$ cat config.mk
export PLATFORM = sky130hd
export DESIGN_NAME = mii_tx_framer
export DESIGN_NICKNAME = d
export VERILOG_FILES = /design/src/rtl/eth_pkg.sv /design/src/rtl/eth_crc32_byte.sv /design/src/rtl/mii_tx_framer.sv
export SDC_FILE = /design/constraint.sdc
export NUM_CORES = 1
export LEC_CHECK = 0
export BUFFER_PORTS_ARGS = -buffer_cell sky130_fd_sc_hd__buf_2
export CAP_MARGIN = 0
export CORE_MARGIN = 1
export CORE_UTILIZATION = 60
export CTS_CLUSTER_DIAMETER = 120
export CTS_CLUSTER_SIZE = 30
export DETAILED_ROUTE_END_ITERATION = 10
export PLACE_DENSITY = 0.78
export SYNTH_ARGS = -nofsm -noshare
export SYNTH_HDL_FRONTEND = slang
export SYNTH_SLANG_ARGS = --single-unit
$ cat constraint.sdc
create_clock -name clk -period 3.7 [get_ports clk]
set_clock_uncertainty 0.2 [all_clocks]
set_input_delay 0.185 -clock clk [delete_from_list [all_inputs] [get_ports clk]]
set_output_delay 0.185 -clock clk [all_outputs]
set_load 0.005 [all_outputs]
$ cat src/rtl/eth_pkg.sv
// eth_pkg: shared types and constants for the MII transmit framer.
//   state_e      - framer FSM states
//   PREAMBLE_NIB - nibble repeated during the preamble
//   SFD_NIB      - start-of-frame delimiter nibble
//   CRC_POLY     - reflected CRC-32 polynomial
//   CRC_INIT     - CRC-32 seed value
package eth_pkg;

    typedef enum logic [2:0] {
        IDLE,
        PREAMBLE,
        SFD,
        PAYLOAD,
        PAD,
        FCS,
        IFG,
        DROP
    } state_e;

    localparam logic [3:0]  PREAMBLE_NIB = 4'h5;
    localparam logic [3:0]  SFD_NIB      = 4'hD;
    localparam logic [31:0] CRC_POLY     = 32'hEDB88320;
    localparam logic [31:0] CRC_INIT     = 32'hFFFFFFFF;

endpackage

$ cat src/rtl/eth_crc32_byte.sv
// eth_crc32_byte: combinational one-byte step of the reflected Ethernet CRC-32.
//   crc_i  [31:0] in   running CRC before this byte
//   data_i [7:0]  in   byte to fold in (bit 0 first on the wire)
//   crc_o  [31:0] out  running CRC after this byte
module eth_crc32_byte
    import eth_pkg::*;
(
    input  logic [31:0] crc_i,
    input  logic [7:0]  data_i,
    output logic [31:0] crc_o
);

    logic [31:0] c;

    always_comb begin
        c = crc_i ^ {24'h0, data_i};
        for (int i = 0; i < 8; i++) begin
            c = c[0] ? ((c >> 1) ^ CRC_POLY) : (c >> 1);
        end
        crc_o = c;
    end

endmodule

$ cat src/rtl/mii_tx_framer.sv
// mii_tx_framer: byte-stream to MII transmit framer (phy_tx_clk domain).
// Adds preamble/SFD, pads short frames with zeros, appends the CRC-32 FCS
// and holds off the next frame for the inter-frame gap.
//   clk, rst_n          nibble clock, async active-low reset
//   s_tdata/s_tvalid/   payload byte stream (dest MAC .. end of payload),
//   s_tready/s_tlast    byte moves when s_tvalid && s_tready
//   phy_txd/phy_tx_en/  MII transmit pins, low nibble of each byte first
//   phy_tx_er
//   tx_busy             high whenever the FSM is not IDLE
//   frame_done          pulse with the last FCS nibble
//   underflow           pulse with the error nibble of an aborted frame
module mii_tx_framer
    import eth_pkg::*;
#(
    parameter int MIN_FRAME = 60,
    parameter int IFG_BYTES = 12
) (
    input  logic       clk,
    input  logic       rst_n,
    input  logic [7:0] s_tdata,
    input  logic       s_tvalid,
    output logic       s_tready,
    input  logic       s_tlast,
    output logic [3:0] phy_txd,
    output logic       phy_tx_en,
    output logic       phy_tx_er,
    output logic       tx_busy,
    output logic       frame_done,
    output logic       underflow
);

    // The IDLE cycle that sees the next s_tvalid is itself a silent cycle,
    // so IFG holds one cycle less and the line stays quiet 2*IFG_BYTES cycles.
    localparam int          IFG_CYC  = (IFG_BYTES > 0) ? 2 * IFG_BYTES - 1 : 0;
    localparam logic [7:0]  IFG_LAST = 8'(IFG_CYC - 1);
    localparam state_e      GAP_ST   = (IFG_CYC > 0) ? IFG : IDLE;
    localparam logic [15:0] MIN_LEN  = 16'(MIN_FRAME);

    state_e      state_q, state_d;
    logic [7:0]  cnt_q, cnt_d;      // cycle counter for PREAMBLE/FCS/IFG
    logic        phase_q, phase_d;  // 0 = low nibble, 1 = high nibble
    logic [7:0]  data_q, data_d;
    logic        last_q, last_d;
    logic        err_q, err_d;      // first DROP cycle carries the error nibble
    logic [15:0] bcnt_q, bcnt_d;    // bytes sent, saturating at MIN_FRAME
    logic [31:0] crc_q, crc_d;
    logic [31:0] crc_next;
    logic [15:0] bcnt_inc;
    logic [31:0] fcs_w;

    logic [3:0]  txd_d;
    logic        en_d, er_d, rdy_d, busy_d, done_d, uf_d;

    eth_crc32_byte u_crc (
        .crc_i  (crc_q),
        .data_i ((state_q == PAD) ? 8'h00 : data_q),
        .crc_o  (crc_next)
    );

    assign bcnt_inc = (bcnt_q >= MIN_LEN) ? bcnt_q : bcnt_q + 16'd1;

    always_comb begin : next_state
        state_d = state_q;
        cnt_d   = cnt_q;
        phase_d = phase_q;
        data_d  = data_q;
        last_d  = last_q;
        err_d   = err_q;
        bcnt_d  = bcnt_q;
        crc_d   = crc_q;
        case (state_q)
            IDLE: if (s_tvalid) begin
                state_d = PREAMBLE;
                cnt_d   = 8'd0;
                phase_d = 1'b0;
                err_d   = 1'b0;
                bcnt_d  = 16'd0;
                crc_d   = CRC_INIT;
            end
            PREAMBLE: begin
                cnt_d = cnt_q + 8'd1;
                if (cnt_q == 8'd14) state_d = SFD;
            end
            SFD: if (s_tvalid) begin
                data_d  = s_tdata;
                last_d  = s_tlast;
                phase_d = 1'b0;
                state_d = PAYLOAD;
            end else begin
                state_d = DROP;
                err_d   = 1'b1;
            end
            PAYLOAD: if (!phase_q) begin
                phase_d = 1'b1;
            end else begin
                phase_d = 1'b0;
                crc_d   = crc_next;
                bcnt_d  = bcnt_inc;
                if (last_q) begin
                    state_d = (bcnt_inc < MIN_LEN) ? PAD : FCS;
                    cnt_d   = 8'd0;
                end else if (s_tvalid) begin
                    data_d = s_tdata;
                    last_d = s_tlast;
                end else begin
                    state_d = DROP;
                    err_d   = 1'b1;
                end
            end
            PAD: if (!phase_q) begin
                phase_d = 1'b1;
            end else begin
                phase_d = 1'b0;
                crc_d   = crc_next;
                bcnt_d  = bcnt_inc;
                if (bcnt_inc >= MIN_LEN) begin
                    state_d = FCS;
                    cnt_d   = 8'd0;
                end
            end
            FCS: begin
                cnt_d = cnt_q + 8'd1;
                if (cnt_q == 8'd7) begin
                    state_d = GAP_ST;
                    cnt_d   = 8'd0;
                end
            end
            IFG: begin
                cnt_d = cnt_q + 8'd1;
                if (cnt_q == IFG_LAST) state_d = IDLE;
            end
            DROP: begin
                err_d = 1'b0;
                if (s_tready && s_tvalid && s_tlast) begin
                    state_d = GAP_ST;
                    cnt_d   = 8'd0;
                end
            end
            default: state_d = IDLE;
        endcase
    end

    // Outputs are decoded from the next state and then registered, so each
    // output register always reflects the state register it is loaded with.
    assign fcs_w = ~crc_d;

    always_comb begin : outputs
        txd_d  = 4'h0;
        en_d   = 1'b0;
        er_d   = 1'b0;
        rdy_d  = 1'b0;
        done_d = 1'b0;
        uf_d   = 1'b0;
        busy_d = (state_d != IDLE);
        case (state_d)
            PREAMBLE: begin
                en_d  = 1'b1;
                txd_d = PREAMBLE_NIB;
            end
            SFD: begin
                en_d  = 1'b1;
                txd_d = SFD_NIB;
                rdy_d = 1'b1;
            end
            PAYLOAD: begin
                en_d  = 1'b1;
                txd_d = phase_d ? data_d[7:4] : data_d[3:0];
                rdy_d = phase_d && !last_d;
            end
            PAD: en_d = 1'b1;
            FCS: begin
                en_d   = 1'b1;
                txd_d  = fcs_w[{cnt_d[2:0], 2'b00} +: 4];
                done_d = (cnt_d == 8'd7);
            end
            DROP: if (err_d) begin
                en_d = 1'b1;
                er_d = 1'b1;
                uf_d = 1'b1;
            end else begin
                rdy_d = 1'b1;
            end
            default: ;
        endcase
    end

    always_ff @(posedge clk or negedge rst_n) begin
        if (!rst_n) begin
            state_q    <= IDLE;
            cnt_q      <= 8'd0;
            phase_q    <= 1'b0;
            data_q     <= 8'd0;
            last_q     <= 1'b0;
            err_q      <= 1'b0;
            bcnt_q     <= 16'd0;
            crc_q      <= 32'd0;
            phy_txd    <= 4'h0;
            phy_tx_en  <= 1'b0;
            phy_tx_er  <= 1'b0;
            s_tready   <= 1'b0;
            tx_busy    <= 1'b0;
            frame_done <= 1'b0;
            underflow  <= 1'b0;
        end else begin
            state_q    <= state_d;
            cnt_q      <= cnt_d;
            phase_q    <= phase_d;
            data_q     <= data_d;
            last_q     <= last_d;
            err_q      <= err_d;
            bcnt_q     <= bcnt_d;
            crc_q      <= crc_d;
            phy_txd    <= txd_d;
            phy_tx_en  <= en_d;
            phy_tx_er  <= er_d;
            s_tready   <= rdy_d;
            tx_busy    <= busy_d;
            frame_done <= done_d;
            underflow  <= uf_d;
        end
    end

endmodule

=== Word-level counts from Yosys, hierarchy flattened ===
Cells that the tools add are included.

* Add/sub/neg operators: 2
* $lt $le $gt $ge: 3
* Eq/ne operators: 19
* Shift-type cells: 1
* Multiplexer cells: 62
* Bitwise logic cells: 10
* Reductions and logical operators: 12

{| class="wikitable"
|+ Operators with widths
! operator !! number
|-
| 32-bit 2-to-1 mux || 10
|-
| 13-bit NOT with 14-bit output || 8
|-
| 8-bit 2-to-1 mux || 11
|-
| 32-bit one-hot mux with 2 select lines || 1
|-
| 16-bit 2-to-1 mux || 3
|-
| 8-bit one-hot mux with 6 select lines || 1
|-
| 3-bit 2-to-1 mux || 11
|-
| 16-bit by 6-bit greater-or-equal comparator with 1-bit output (second input constant) || 2
|-
| 32-bit NOT || 1
|-
| 16-bit one-hot mux with 2 select lines || 1
|-
| 32-bit by 6-bit variable part select with 4-bit output || 1
|-
| 32-bit by 8-bit XOR with 32-bit output || 1
|-
| 3-bit one-hot mux with 8 select lines || 1
|-
| 3-bit equality test (second input constant) || 7
|-
| 16-bit by 1-bit adder with 16-bit output (second input constant) || 1
|-
| 8-bit by 3-bit equality test with 1-bit output (second input constant) || 2
|-
| 16-bit by 6-bit < comparator with 1-bit output (second input constant) || 1
|-
| 4-bit one-hot mux with 4 select lines || 1
|-
| 8-bit one-hot mux with 2 select lines || 1
|-
| 1-bit 2-to-1 mux || 15
|-
| 3-bit by 2-bit equality test with 1-bit output (second input constant) || 4
|-
| 8-bit by 1-bit adder with 8-bit output (second input constant) || 1
|-
| 8-bit by 4-bit equality test with 1-bit output (second input constant) || 1
|-
| 8-bit by 5-bit equality test with 1-bit output (second input constant) || 1
|-
| 15 further kinds || 22
|}

* Register bits after elaboration: 79
* Output and inout bits: 10

=== Logic depth before layout (Yosys ltp) ===
* Depth after elaboration: 24
* Mapped depth: 13
* Mapped depth without buffers: 11

=== By module ===
Synthesis repeated with hierarchy kept, for this count alone.

* Cell total of the unflattened synthesis: 532
* Area, all modules: 5,340.1 um^2

{| class="wikitable"
|+ Modules (own cells, without submodules)
! module !! times used !! cells an instance !! area an instance (um^2) !! sequential area each (um^2)
|-
| mii_tx_framer || 1 || 467 || 4,325.4 || 1,976.9
|-
| eth_crc32_byte || 1 || 65 || 1,014.7 || 0.0
|}

=== Worst setup path after synthesis ===
Ideal clock, no wire load.

* Path type: register to register
* Start: register state_q[0]
* End: register phy_txd[3]
* Data arrival time: 2.659 ns
* Path slack: 0.717 ns
* Cell stages (with the launch flop): 10
* Clock period less this slack: 2.983 ns
* Cells stage by stage: dfrtp_1 or3b_1 buf_4 a211oi_4 xnor3_1 xnor2_1 xor3_1 a211oi_1 o21ai_1 a211o_1

* Cells in the longest elaborated chain, start to end: 21
* Elaborated cells between the ends (all ways): 53
* Those cells by class: eq/ne: 11; shift: 1; mux: 27; bitwise: 10; reduce/logical: 4

{| class="wikitable"
|+ RTL lines
! element !! line !! RTL
|-
| start: declaration || mii_tx_framer.sv:39 || <nowiki>state_e state_q, state_d;</nowiki>
|-
| start signal: assignment || mii_tx_framer.sv:205 || <nowiki>state_q <= state_d;</nowiki>
|-
| 3-bit equality test || mii_tx_framer.sv:56, mii_tx_framer.sv:71 ||
|-
| 8-bit 2-to-1 mux || mii_tx_framer.sv:56 || <nowiki>.data_i ((state_q == PAD) ? 8'h00 : data_q),</nowiki>
|-
| 32-bit by 8-bit XOR with 32-bit output || eth_crc32_byte.sv:16 || <nowiki>c = crc_i ^ {24'h0, data_i};</nowiki>
|-
| 32-bit 2-to-1 mux || eth_crc32_byte.sv:18 || <nowiki>c = c[0] ? ((c >> 1) ^ CRC_POLY) : (c >> 1);</nowiki>
|-
| 32-bit 2-to-1 mux / 13-bit NOT with 14-bit output (equally long branches) || - ||
|-
| 13-bit NOT with 14-bit output (no line) / 32-bit 2-to-1 mux (equally long branches) || - ||
|-
| 32-bit 2-to-1 mux || eth_crc32_byte.sv:18 ||
|-
| 13-bit NOT with 14-bit output (no line) || - ||
|-
| [... 6 more ...] || - ||
|-
| 13-bit NOT with 14-bit output (no line) || - ||
|-
| 32-bit 2-to-1 mux || eth_crc32_byte.sv:18 ||
|-
| 32-bit 2-to-1 mux || mii_tx_framer.sv:93, mii_tx_framer.sv:110 ||
|-
| 32-bit one-hot mux with 2 select lines || mii_tx_framer.sv:71 || <nowiki>case (state_q)</nowiki>
|-
| 32-bit NOT || mii_tx_framer.sv:145 || <nowiki>assign fcs_w = ~crc_d;</nowiki>
|-
| 32-bit by 6-bit variable part select with 4-bit output || mii_tx_framer.sv:173 || <nowiki>txd_d = fcs_w[{cnt_d[2:0], 2'b00} +: 4];</nowiki>
|-
| 4-bit one-hot mux with 4 select lines (*) || mii_tx_framer.sv:155 || <nowiki>case (state_d)</nowiki>
|-
| net txd_d[3] || mii_tx_framer.sv:51 || <nowiki>logic [3:0] txd_d;</nowiki>
|-
| end signal: assignment || mii_tx_framer.sv:213 || <nowiki>phy_txd <= txd_d;</nowiki>
|-
| end: declaration || mii_tx_framer.sv:24 || <nowiki>output logic [3:0] phy_txd,</nowiki>
|}

The timed path passes the listed nets; every way through them passes the cells marked *.
A chain may end at the register's enable or synchronous reset.

=== Final worst setup path ===
* Start: register state_q[0]
* End: register phy_txd[2]

* Cells in the longest elaborated chain, start to end: 20
* Elaborated cells between the ends (all ways): 53
* Those cells by class: eq/ne: 11; shift: 1; mux: 27; bitwise: 10; reduce/logical: 4

{| class="wikitable"
|+ RTL lines
! element !! line
|-
| 3-bit equality test || mii_tx_framer.sv:56, mii_tx_framer.sv:71
|-
| 8-bit 2-to-1 mux || mii_tx_framer.sv:56
|-
| 32-bit by 8-bit XOR with 32-bit output || eth_crc32_byte.sv:16
|-
| 32-bit 2-to-1 mux (2 in series) || eth_crc32_byte.sv:18
|-
| 13-bit NOT with 14-bit output (no line) / 32-bit 2-to-1 mux (equally long branches) || -
|-
| 32-bit 2-to-1 mux / 13-bit NOT with 14-bit output (equally long branches) (2 in series) || -
|-
| 13-bit NOT with 14-bit output (no line) / 32-bit 2-to-1 mux (equally long branches) || -
|-
| 32-bit 2-to-1 mux || eth_crc32_byte.sv:18
|-
| [... 3 more ...] || -
|-
| 32-bit 2-to-1 mux / 13-bit NOT with 14-bit output (equally long branches) || -
|-
| 32-bit 2-to-1 mux || eth_crc32_byte.sv:18
|-
| 32-bit 2-to-1 mux || mii_tx_framer.sv:93, mii_tx_framer.sv:110
|-
| 32-bit one-hot mux with 2 select lines || mii_tx_framer.sv:71
|-
| 32-bit NOT || mii_tx_framer.sv:145
|-
| 32-bit by 6-bit variable part select with 4-bit output || mii_tx_framer.sv:173
|-
| 4-bit one-hot mux with 4 select lines (*) || mii_tx_framer.sv:155
|-
| net txd_d[2] || mii_tx_framer.sv:51
|}

Marked as above.

==> flow_summary.json <==
{
  "core-area_um2": 7810,
  "initial_core_util": 0.628,
  "syn-num-nets": 514,
  "ys_seq_area_frac": 0.398,
  "timing.critical_path.buf_inv": 0,
  "post_cts_buffers": 0,
  "clk_pin_slew_worst_paths_ns": 0.09,
  "wl_um": 12100,
  "dp.final_hpwl_um": 8640,
  "setup_viol": 0,
  "vias": 3967,
  "netlist_area_um2": 4900,
  "antenna_left": 0,
  "layout.nets": 548,
  "drtIter0Drc": 475,
  "final_cell_mix": "dfrtp_1 (78), nand2_1 (38), xnor2_1 (38)",
  "grt_usage": 0.305,
  "cp-start-kind": "flip-flop",
  "synthArstFlopShare": 1.00,
  "hold_class": "flip-flop to flip-flop",
  "report.final.slew_viol_count": 0,
  "portBuffers": 21,
  "fin_area_um2": 5500,
  "hold_violations": 0,
  "synth_enable_flop_cells": 0,
  "cp.required_ns": 3.79,
  "cts_tree": "done",
  "cts-root-buf": "clkbuf_8",
  "drc_errors": 0,
  "cts_sinks": 78,
  "grt_start_max_net_pins": 79,
  "worst_r2r_path_depth": 8,
  "grt_pass1_wl_um": 19800,
  "diodes": 0,
  "period_needed_ns": 3.50,
  "syn_area_per_cell_um2": 9.84,
  "fmax_mhz": 286,
  "final_common_cell": "dfrtp_1",
  "critPathKind": "flip-flop to flip-flop",
  "drt-wirelength-per-cell_um": 19.0,
  "htree_levels": 3,
  "syn_to_final_growth_pct": 12.2,
  "cp_max_fo": 14,
  "insertion_delay_ns": 0.36,
  "cp.arrival_ns": 3.59,
  "worst_pin_slew_ns": 0.983,
  "critPathMaxStageDelay_ns": 0.61,
  "placed_cell_area_um2": 5160,
  "drt_pre_antenna_iters": 5,
  "outcome": "completed",
  "synthCells": 498,
  "tns_ns": 0,
  "core.rowCount": 32,
  "drive_gt1_frac": 0.162,
  "grt_antenna_before_repair": 0,
  "drv_cap": 0,
  "chipWidth_um": 92.4,
  "via_per_inst": 6.21,
  "post-route-util": 0.704,
  "dieArea_um2": 8530,
  "yosysWarnings": 0,
  "crit_path_end_kind": "flip-flop",
  "fin_cells": 639,
  "cp.depth": 8,
  "min_path_cells": 1,
  "rsz0062_at_grt": "yes",
  "ios": 22,
  "cp_top_family": "simple AND/OR/NAND/NOR gates",
  "cts_made_buffers": 9,
  "finalCritPeriodShare": 0.946,
  "ys.flop_type": "dfrtp_1",
  "overflow": 0,
  "slowest_stage": "or4_1",
  "maxSlewHeadroom": 0.345,
  "place_congestion": 0.907,
  "crit_chain": "nor3b_2, a21boi_0, or4_1, o2111ai_1, nand4b_1, a2111oi_0, nor4_1, nand4_1",
  "die_h_um": 92.4,
  "yosysUniqueCellTypes": 63,
  "grt_pass1_vias": 3866,
  "ys_ff_latch": 78,
  "dp.cells": 612,
  "clockBufferDepth": 2
}
area by class of cell:
type / instances / area (um^2)
repair buffers: 50 / 353
flip-flops and latches: 78 / 1950
multi-input cells: 383 / 2820
clock inverters: 7 / 80.1
clock buffers: 9 / 124
well taps: 102 / 128
fillers: 582 / 2310
inverters: 10 / 37.5
cells by family (layout without fill, tap and decap cells):
group / after synthesis / in the layout / synth area share
mux: 12 / 12 / 0.0268
compound gates: 114 / 114 / 0.152
buf+inv: 37 / 76 / 0.0324
fa+ha+maj: 4 / 4 / 0.0102
simple gates: 178 / 178 / 0.189
flops: 78 / 78 / 0.398
xor+xnor: 75 / 75 / 0.190
flip-flops by register name, summed over array words and instances (netlist names):
signal / cells
cnt_q: 8
frame_done: 1
tx_busy: 1
phase_q: 1
data_q: 8
state_q: 3
crc_q: 32
underflow: 1
last_q: 1
phy_txd: 4
s_tready: 1
bcnt_q: 16
phy_tx_en: 1
synth_stat cells, types with 4 or more instances:
cell / number / area, um^2
clkbuf_1: 16 / 60.1
xor2_1: 14 / 123
a31oi_1: 6 / 37.5
nand2b_1: 4 / 25.0
nand4_1: 5 / 31.3
xnor3_1: 14 / 315
xnor2_1: 38 / 333
buf_2: 7 / 35.0
nand3_1: 8 / 40.0
o22ai_1: 4 / 25.0
o21ai_0: 25 / 125
inv_1: 10 / 37.5
nor2_1: 32 / 120
and3_1: 5 / 31.3
nand2_1: 38 / 143
a21oi_1: 34 / 170
dfrtp_1: 78 / 1950
xnor2_2: 4 / 65.1
a221oi_1: 4 / 35.0
and2_1: 17 / 106
nor3_1: 31 / 155
mux2_2: 9 / 101
or3_1: 6 / 37.5
ha_1: 4 / 50.1
nor2b_1: 10 / 62.6
repair_timing:
| item | in CTS | in global routing |
|---|---|---|
| hold buffers | 11 | 0 |
| endpoints found under the setup margin | 0 | 4 |
| resized for setup | 0 | 4 |
| hold endpoints to repair | 88 | 0 |
layer usage:
| layer | vias to the layer above | GRT usage | share of wire |
|---|---|---|---|
| met3 | 24 | 0.0583 | 0.065 |
| met5 | - | 0 | 0 |
| met4 | 0 | 0.118 | 0.024 |
| li1 | 1830 | - | - |
| met1 | 1940 | 0.428 | 0.45 |
| met2 | 173 | 0.470 | 0.46 |
final timing paths:
kind,start,endpoint,slack [ns]
max in group asynchronous,rst_n,crc_q[12]$_DFF_PN0_,2.33
hold reg to reg,bcnt_q[14]$_DFFE_PN0P_,bcnt_q[14]$_DFFE_PN0P_,0.29
hold / removal,bcnt_q[14]$_DFFE_PN0P_,bcnt_q[14]$_DFFE_PN0P_,0.29
setup / recovery,state_q[0]$_DFF_PN0_,phy_txd[2]$_DFF_PN0_,0.20
setup reg to reg,state_q[0]$_DFF_PN0_,phy_txd[2]$_DFF_PN0_,0.20
min in group asynchronous,rst_n,crc_q[5]$_DFF_PN0_,0.32
stage by stage:
| stage | hold WS, ns | worst slack [ns] |
|---|---|---|
| 5_1_grt | 0.313 | -0.0397 |
| 3_3_place_gp | 0.195 | 0.0101 |
| 6_report | 0.294 | 0.202 |
| 4_1_cts | 0.297 | 0.00660 |
| 2_1_floorplan | -0.311 | 0.717 |
| 3_5_place_dp | 0.206 | 0.0385 |
Power is not shown: default switching activity piles up to over one toggle a cycle in this logic, so the estimate is an artifact.
